===== config.mk =====
export PLATFORM = sky130hd
export DESIGN_NAME = alu_iter
export DESIGN_NICKNAME = d
export VERILOG_FILES = /design/src/rtl/alu_pkg.sv /design/src/rtl/mul_iter.sv /design/src/rtl/alu_iter.sv
export SDC_FILE = /design/constraint.sdc
export NUM_CORES = 1
export LEC_CHECK = 0
export BUFFER_PORTS_ARGS = -buffer_cell sky130_fd_sc_hd__buf_2
export CAP_MARGIN = 10
export CORE_AREA = 2 2 143 145
export DETAILED_ROUTE_END_ITERATION = 8
export DIE_AREA = 0 0 145 147
export PLACE_DENSITY = 0.82
export SYNTH_ARGS = -nofsm -noshare
export SYNTH_HDL_FRONTEND = slang
export SYNTH_SLANG_ARGS = --single-unit

===== constraint.sdc =====
create_clock -name clk -period 7.85 [get_ports clk]
set_input_delay 1.1775 -clock clk [delete_from_list [all_inputs] [get_ports clk]]
set_output_delay 1.1775 -clock clk [all_outputs]
set_load 0.1 [all_outputs]

===== src/rtl/alu_pkg.sv =====
// Shared encodings for the iterative ARM ALU: opcodes, FSM states, flag layout.
package alu_pkg;

  localparam logic [2:0] OP_ADD = 3'b000;
  localparam logic [2:0] OP_SUB = 3'b001;
  localparam logic [2:0] OP_AND = 3'b010;
  localparam logic [2:0] OP_ORR = 3'b011;
  localparam logic [2:0] OP_EOR = 3'b100;
  localparam logic [2:0] OP_ADC = 3'b101;
  localparam logic [2:0] OP_SBC = 3'b110;
  localparam logic [2:0] OP_MUL = 3'b111;

  typedef enum logic [1:0] {
    ST_IDLE = 2'd0,
    ST_BUSY = 2'd1,
    ST_HOLD = 2'd2
  } state_e;

  // nzcv bit positions: {N,Z,C,V}
  localparam int FLAG_N = 3;
  localparam int FLAG_Z = 2;
  localparam int FLAG_C = 1;
  localparam int FLAG_V = 0;

  localparam logic [3:0] MASK_ALL  = 4'b1111;
  localparam logic [3:0] MASK_NZ   = 4'b1100;
  localparam logic [3:0] MASK_NONE = 4'b0000;

  function automatic logic [3:0] merge_flags(input logic [3:0] old_f,
                                             input logic [3:0] new_f,
                                             input logic [3:0] mask);
    return (old_f & ~mask) | (new_f & mask);
  endfunction

endpackage


===== src/rtl/mul_iter.sv =====
// Shift-add multiplier keeping only the low WIDTH bits; one iteration per clock.
// done_o is asserted during the last iteration and product_o carries that iteration's sum.
module mul_iter #(
  parameter int WIDTH = 32
) (
  input  logic             clk,
  input  logic             reset_n,
  input  logic             start_i,
  input  logic [WIDTH-1:0] a_i,
  input  logic [WIDTH-1:0] b_i,
  output logic             done_o,
  output logic [WIDTH-1:0] product_o
);

  localparam int CW = $clog2(WIDTH) + 1;
  localparam logic [CW-1:0] LAST = CW'(WIDTH - 1);

  logic [WIDTH-1:0] acc_q, acc_d;
  logic [WIDTH-1:0] mcand_q;
  logic [WIDTH-1:0] mplier_q;
  logic [CW-1:0]    cnt_q;
  logic             busy_q;

  assign acc_d     = acc_q + (mplier_q[0] ? mcand_q : '0);
  assign done_o    = busy_q & (cnt_q == LAST);
  assign product_o = acc_d;

  always_ff @(posedge clk) begin
    if (!reset_n) begin
      acc_q    <= '0;
      mcand_q  <= '0;
      mplier_q <= '0;
      cnt_q    <= '0;
      busy_q   <= 1'b0;
    end else if (start_i) begin
      acc_q    <= '0;
      mcand_q  <= a_i;
      mplier_q <= b_i;
      cnt_q    <= '0;
      busy_q   <= 1'b1;
    end else if (busy_q) begin
      acc_q    <= acc_d;
      mcand_q  <= mcand_q << 1;
      mplier_q <= mplier_q >> 1;
      if (done_o) begin
        cnt_q  <= '0;
        busy_q <= 1'b0;
      end else begin
        cnt_q  <= cnt_q + CW'(1);
      end
    end
  end

endmodule


===== src/rtl/alu_iter.sv =====
// Multi-cycle ALU with valid/ready handshakes and a registered NZCV flag register.
// Non-MUL ops finish in one clock; MUL runs WIDTH clocks in mul_iter.
module alu_iter
  import alu_pkg::*;
#(
  parameter int WIDTH  = 32,
  parameter bit MUL_EN = 1'b1
) (
  input  logic             clk,
  input  logic             reset_n,
  input  logic             in_valid,
  output logic             in_ready,
  input  logic [WIDTH-1:0] src_a,
  input  logic [WIDTH-1:0] src_b,
  input  logic [2:0]       op,
  input  logic             set_flags,
  output logic             out_valid,
  input  logic             out_ready,
  output logic [WIDTH-1:0] result,
  output logic [3:0]       nzcv
);

  state_e           state_q, state_d;
  logic [WIDTH-1:0] result_q, result_d;
  logic [3:0]       nzcv_q, nzcv_d;
  logic             sf_q, sf_d;

  logic             accept;
  logic             is_mul;
  logic             mul_done;
  logic [WIDTH-1:0] mul_prod;

  logic [WIDTH-1:0] b_op;
  logic             cin;
  logic [WIDTH:0]   sum;
  logic             alu_v;
  logic [WIDTH-1:0] alu_res;
  logic [3:0]       alu_mask;
  logic [3:0]       alu_flags;

  assign in_ready  = (state_q == ST_IDLE) | ((state_q == ST_HOLD) & out_ready);
  assign accept    = in_valid & in_ready;
  assign is_mul    = MUL_EN && (op == OP_MUL);
  assign out_valid = (state_q == ST_HOLD);
  assign result    = result_q;
  assign nzcv      = nzcv_q;

  // Carry-in reads the flag register directly: the previous op's flags land
  // on the same edge that makes in_ready visible for the next op.
  always_comb begin
    b_op = src_b;
    cin  = 1'b0;
    case (op)
      OP_SUB: begin b_op = ~src_b; cin = 1'b1;           end
      OP_ADC: begin                cin = nzcv_q[FLAG_C]; end
      OP_SBC: begin b_op = ~src_b; cin = nzcv_q[FLAG_C]; end
      default: ;
    endcase
  end

  assign sum   = {1'b0, src_a} + {1'b0, b_op} + {{WIDTH{1'b0}}, cin};
  assign alu_v = (src_a[WIDTH-1] == b_op[WIDTH-1]) & (sum[WIDTH-1] != src_a[WIDTH-1]);

  always_comb begin
    alu_res  = sum[WIDTH-1:0];
    alu_mask = MASK_ALL;
    case (op)
      OP_AND: begin alu_res = src_a & src_b; alu_mask = MASK_NZ;   end
      OP_ORR: begin alu_res = src_a | src_b; alu_mask = MASK_NZ;   end
      OP_EOR: begin alu_res = src_a ^ src_b; alu_mask = MASK_NZ;   end
      OP_MUL: begin alu_res = '0;            alu_mask = MASK_NONE; end
      default: ;
    endcase
  end

  assign alu_flags = {alu_res[WIDTH-1], alu_res == '0, sum[WIDTH], alu_v};

  mul_iter #(.WIDTH(WIDTH)) u_mul (
    .clk       (clk),
    .reset_n   (reset_n),
    .start_i   (accept & is_mul),
    .a_i       (src_a),
    .b_i       (src_b),
    .done_o    (mul_done),
    .product_o (mul_prod)
  );

  always_comb begin
    state_d  = state_q;
    result_d = result_q;
    nzcv_d   = nzcv_q;
    sf_d     = sf_q;
    case (state_q)
      ST_BUSY: begin
        if (mul_done) begin
          state_d  = ST_HOLD;
          result_d = mul_prod;
          if (sf_q) begin
            nzcv_d = merge_flags(nzcv_q, {mul_prod[WIDTH-1], mul_prod == '0, 2'b00}, MASK_NZ);
          end
        end
      end
      default: begin
        if (accept) begin
          if (is_mul) begin
            state_d = ST_BUSY;
            sf_d    = set_flags;
          end else begin
            state_d  = ST_HOLD;
            result_d = alu_res;
            if (set_flags) begin
              nzcv_d = merge_flags(nzcv_q, alu_flags, alu_mask);
            end
          end
        end else if ((state_q == ST_HOLD) && out_ready) begin
          state_d = ST_IDLE;
        end
      end
    endcase
  end

  always_ff @(posedge clk) begin
    if (!reset_n) begin
      state_q  <= ST_IDLE;
      result_q <= '0;
      nzcv_q   <= 4'b0000;
      sf_q     <= 1'b0;
    end else begin
      state_q  <= state_d;
      result_q <= result_d;
      nzcv_q   <= nzcv_d;
      sf_q     <= sf_d;
    end
  end

endmodule

==> key figures <==
Run status
  • Status: finished, final reports clean

Timing
  • Finish-stage setup viols: 0
  • Fin. max-slew vios: 0
  • Final worst-path cycle share: between 70% and 80%
  • Final Hold Fails: 0
  • Tmin final: 5.79 ns
  • Slew headroom: 26.3%
  • Worst clock skew: 0.00912 ns
  • Measured slew at the worst slew-check pin: approximately 1.1 ns
  • Fmax: 173 MHz
  • Setup TNS: 0 ns
  • Final hold slack: 0.449 ns
  • RSZ-0062 raised after global routing: no

Clocking
  • Setup bufs post-CTS: 0
  • Clock Tree Buf Depth: 2
  • CTS tree: done
  • CTS Buf Count: 17
  • Hold buffers post-CTS: 0
  • Worst-path clk slew: 0.06 ns
  • CTS sink count: 142
  • Clock Latency Late Sink: 0.43 ns
  • Root Driver: clkbuf_16
  • H-tree depth: 4
  • Post-cts sizing count: 0

Logic synthesis
  • Synthesized net count: about 1800
  • Primary FF master, synth: dfxtp_1
  • Post-Syn Instances: 1552
  • Post-synth ARST share: 0%
  • Seq cells post-synth: between 100 and 150
  • Sequential fraction of the synthesis area: a little under a quarter
  • Cell Area, Synth: ~12000 um2
  • Synthesized area per cell: roughly 8 um2
  • Syn. warnings: 0
  • Post-synth cell types: 78
  • Post-synth EDFFs: 0

Worst setup path
  • Setup CP Type: in -> reg
  • CP peak stage delay: just over 0.7 ns
  • Critical path arrival: 6.13 ns
  • Critical path depth in cells: 17
  • Critical Path, Cell by Cell: buf_2 -> nor2b_1 -> a21oi_4 -> buf_4 -> xnor2_1 -> ha_1 -> a21oi_1 -> o2111ai_1 -> a21oi_1 -> nor2_1 -> xor2_1 -> a222oi_1 -> and4_1 -> and4_1 -> and4bb_1 -> nand4_1 -> o31ai_2
  • Top Family by Delay on Critical Path: compound AO/OA/AOI/OAI gates
  • Crit end category: flop
  • Worst-path maximum fanout: 26
  • Buffers and inverters on the worst path: 2
  • FF-to-FF setup slack: 3.23 ns
  • WP data required: approximately 8.2 ns
  • CP max-delay cell: nor2b_1
  • R2R depth: 14
  • CP Launch Type: input port

Layout
  • Layout cells sized above 1: around 11%
  • Final Instance Area: 13400 um2
  • Area grow syn2layout: 10.2%
  • Fill cell count: 1676
  • Final nets: 1801
  • ANT cells: 0

Flow run
  • Max cap viols: 0

Route
  • Vias/cell: 6.27
  • DRC violations left: 0
  • WL per Instance: 19.1 um
  • Pre-Repair DR Iteration Count: 8
  • ANT nets after route: 0
  • Initial DRC count: 1260
  • DR vias: approximately 12000
  • Routed WL: 35900 um

Power
  • Maximum vdd drop: 139 uV
  • Leak: 5.87 nW
  • Power per Cell Area: 179 nW/um2

Die
  • FP Rows: 52
  • Placeable core region: 19800 um2
  • Die W: about 150 um
  • Die Area: 21300 um2
  • IO Pins: 110
  • Die height: 147 um
  • Starting Density: 61.2%

Global routing
  • GRT Overall Usage: 33.2%
  • Gr ovfl total: 0
  • Antenna violations before repair: 0
  • Number of global-route vias before repair: 10700
  • First-pass GRT wire length: 57100 um
  • Largest net degree at the start of global routing: 96

Placement
  • Placer Congestion: ~1.0
  • Post-detail-place hpwl: 26500 um
  • Input/output buffers: 109
  • Placed inst area: about 13000 um2

Hold path
  • Hold path depth: 2
  • HP Class: reg -> reg
cell usage after synthesis, types with 6 or more instances:
master	instances	share of area (%)
nor2_1	189	5.8
dfxtp_1	142	23
ha_1	127	13
a21oi_1	104	4.3
nand2_1	102	3.2
mux2i_1	99	8.2
a211oi_1	95	5.9
inv_1	90	2.8
o21ai_0	78	3.2
clkbuf_1	72	2.2
xnor2_1	63	4.5
and2_1	40	2.1
a21o_1	27	1.7
nor3_1	26	1.1
nand3_1	20	0.82
xor2_1	20	1.4
o211ai_1	18	1.1
and3_1	15	0.77
nand4_1	15	0.77
a22oi_1	13	0.80
o21bai_1	13	0.80
a222oi_1	11	0.91
a31oi_1	11	0.57
buf_2	11	0.45
nor2b_1	11	0.57
buf_1	10	0.31
nand2b_1	10	0.52
o21a_1	10	0.62
nor4_1	8	0.41
or3_1	7	0.36
and4_1	6	0.43
per-stage QoR:
step	instances	util, %	total power [mW]	worst slack, ns
CTS	1882	67.4	2.39	2.19
floorplan	1552	-	1.36	1.99
global route	1882	67.4	2.50	1.76
global placement	1850	64.5	1.55	1.96
detailed placement	1850	64.5	1.56	1.82
finish	1882	67.4	2.40	2.06
cells in the final DEF (no fill, tap or decap), types with 5 or more instances in the layout:
cell type / Yosys / layout
nor2_1: 189 / 188
dfxtp_1: 142 / 141
ha_1: 127 / 127
buf_2: 11 / 109
a21oi_1: 104 / 103
nand2_1: 102 / 102
mux2i_1: 99 / 99
a211oi_1: 95 / 95
inv_1: 90 / 90
o21ai_0: 78 / 78
xnor2_1: 63 / 63
and2_1: 40 / 40
a21o_1: 27 / 27
nor3_1: 26 / 26
nand3_1: 20 / 19
xor2_1: 20 / 19
o211ai_1: 18 / 18
clkbuf_16: 0 / 17
and3_1: 15 / 15
nand4_1: 15 / 15
o21bai_1: 13 / 13
a22oi_1: 13 / 13
buf_4: 0 / 13
a31oi_1: 11 / 11
a222oi_1: 11 / 11
nor2b_1: 11 / 10
nand2b_1: 10 / 10
o21a_1: 10 / 10
nor4_1: 8 / 8
or3_1: 7 / 7
and4_1: 6 / 6
a21boi_0: 5 / 5
or2_2: 5 / 5
o31ai_1: 5 / 5
a311oi_1: 5 / 5
inv_6: 0 / 5
layout make-up:
| class | count | area [um2] | share of cell area [%] |
|---|---|---|---|
| clock buffers | 19 | 433 | 3.23 |
| clock inverters | 13 | 154 | 1.15 |
| inverters | 91 | 342 | 2.55 |
| multi-input cells | 1225 | 8630 | 64.5 |
| flip-flops and latches | 142 | 2850 | 21.3 |
| well taps | 270 | 338 | 2.52 |
| repair buffers | 122 | 643 | 4.81 |
state kept, by name, summed over array words and instances, names as in the netlist, named ones only:
signal,flops
nzcv,2
result,32
sf_q,1
state_q,2
u_mul.acc_q,32
u_mul.busy_q,1
u_mul.cnt_q,6
u_mul.mcand_q,32
u_mul.mplier_q,32
worst paths after layout:
check	startpoint	end
hold / removal	result[20]	result[20]
setup reg to reg	u_mul.mplier_q[0]	flop
setup / recovery	op[2]	flop
hold reg to reg	result[20]	result[20]
worst reg2reg max path, cell delays in order (launching register included):
cell      delay (ns)
dfxtp_1         0.91
nand2_1         0.24
inv_1           0.11
ha_1            0.24
a211oi_1        0.22
o21bai_1        0.16
a31oi_2         0.39
o211ai_1        0.22
o21a_1          0.29
a31o_1          0.29
xor2_1          0.20
or4_1           0.59
nor4_1          0.45
a31oi_1         0.12
o31ai_2         0.10
metal layers:
layer / global-route usage (%) / wire length (um) / vias up
met4: 9.26 / 624 / 0
met5: 0 / 0 / -
li1: - / - / 5690
met1: 47.4 / 16200 / 5507
met3: 5.56 / 3300 / 53
met2: 51.8 / 15800 / 544
power breakdown:
part	switching, mW	internal [mW]	leakage (nW)
Combinational	0.541	0.245	4.43
Clock	0.362	0.476	0.285
Sequential	0.0229	0.754	1.15
cells by family after synthesis:
logic type | synth area share [%]
buffers and inverters | 5.89
AOI/OAI and AO/OA | 24.5
and+or+nand+nor | 18.2
muxes | 8.35
DFF | 23.4
xor gates and xnor gates | 5.99
adders and majority gates | 13.6
Power figures use the tool's default switching activity.
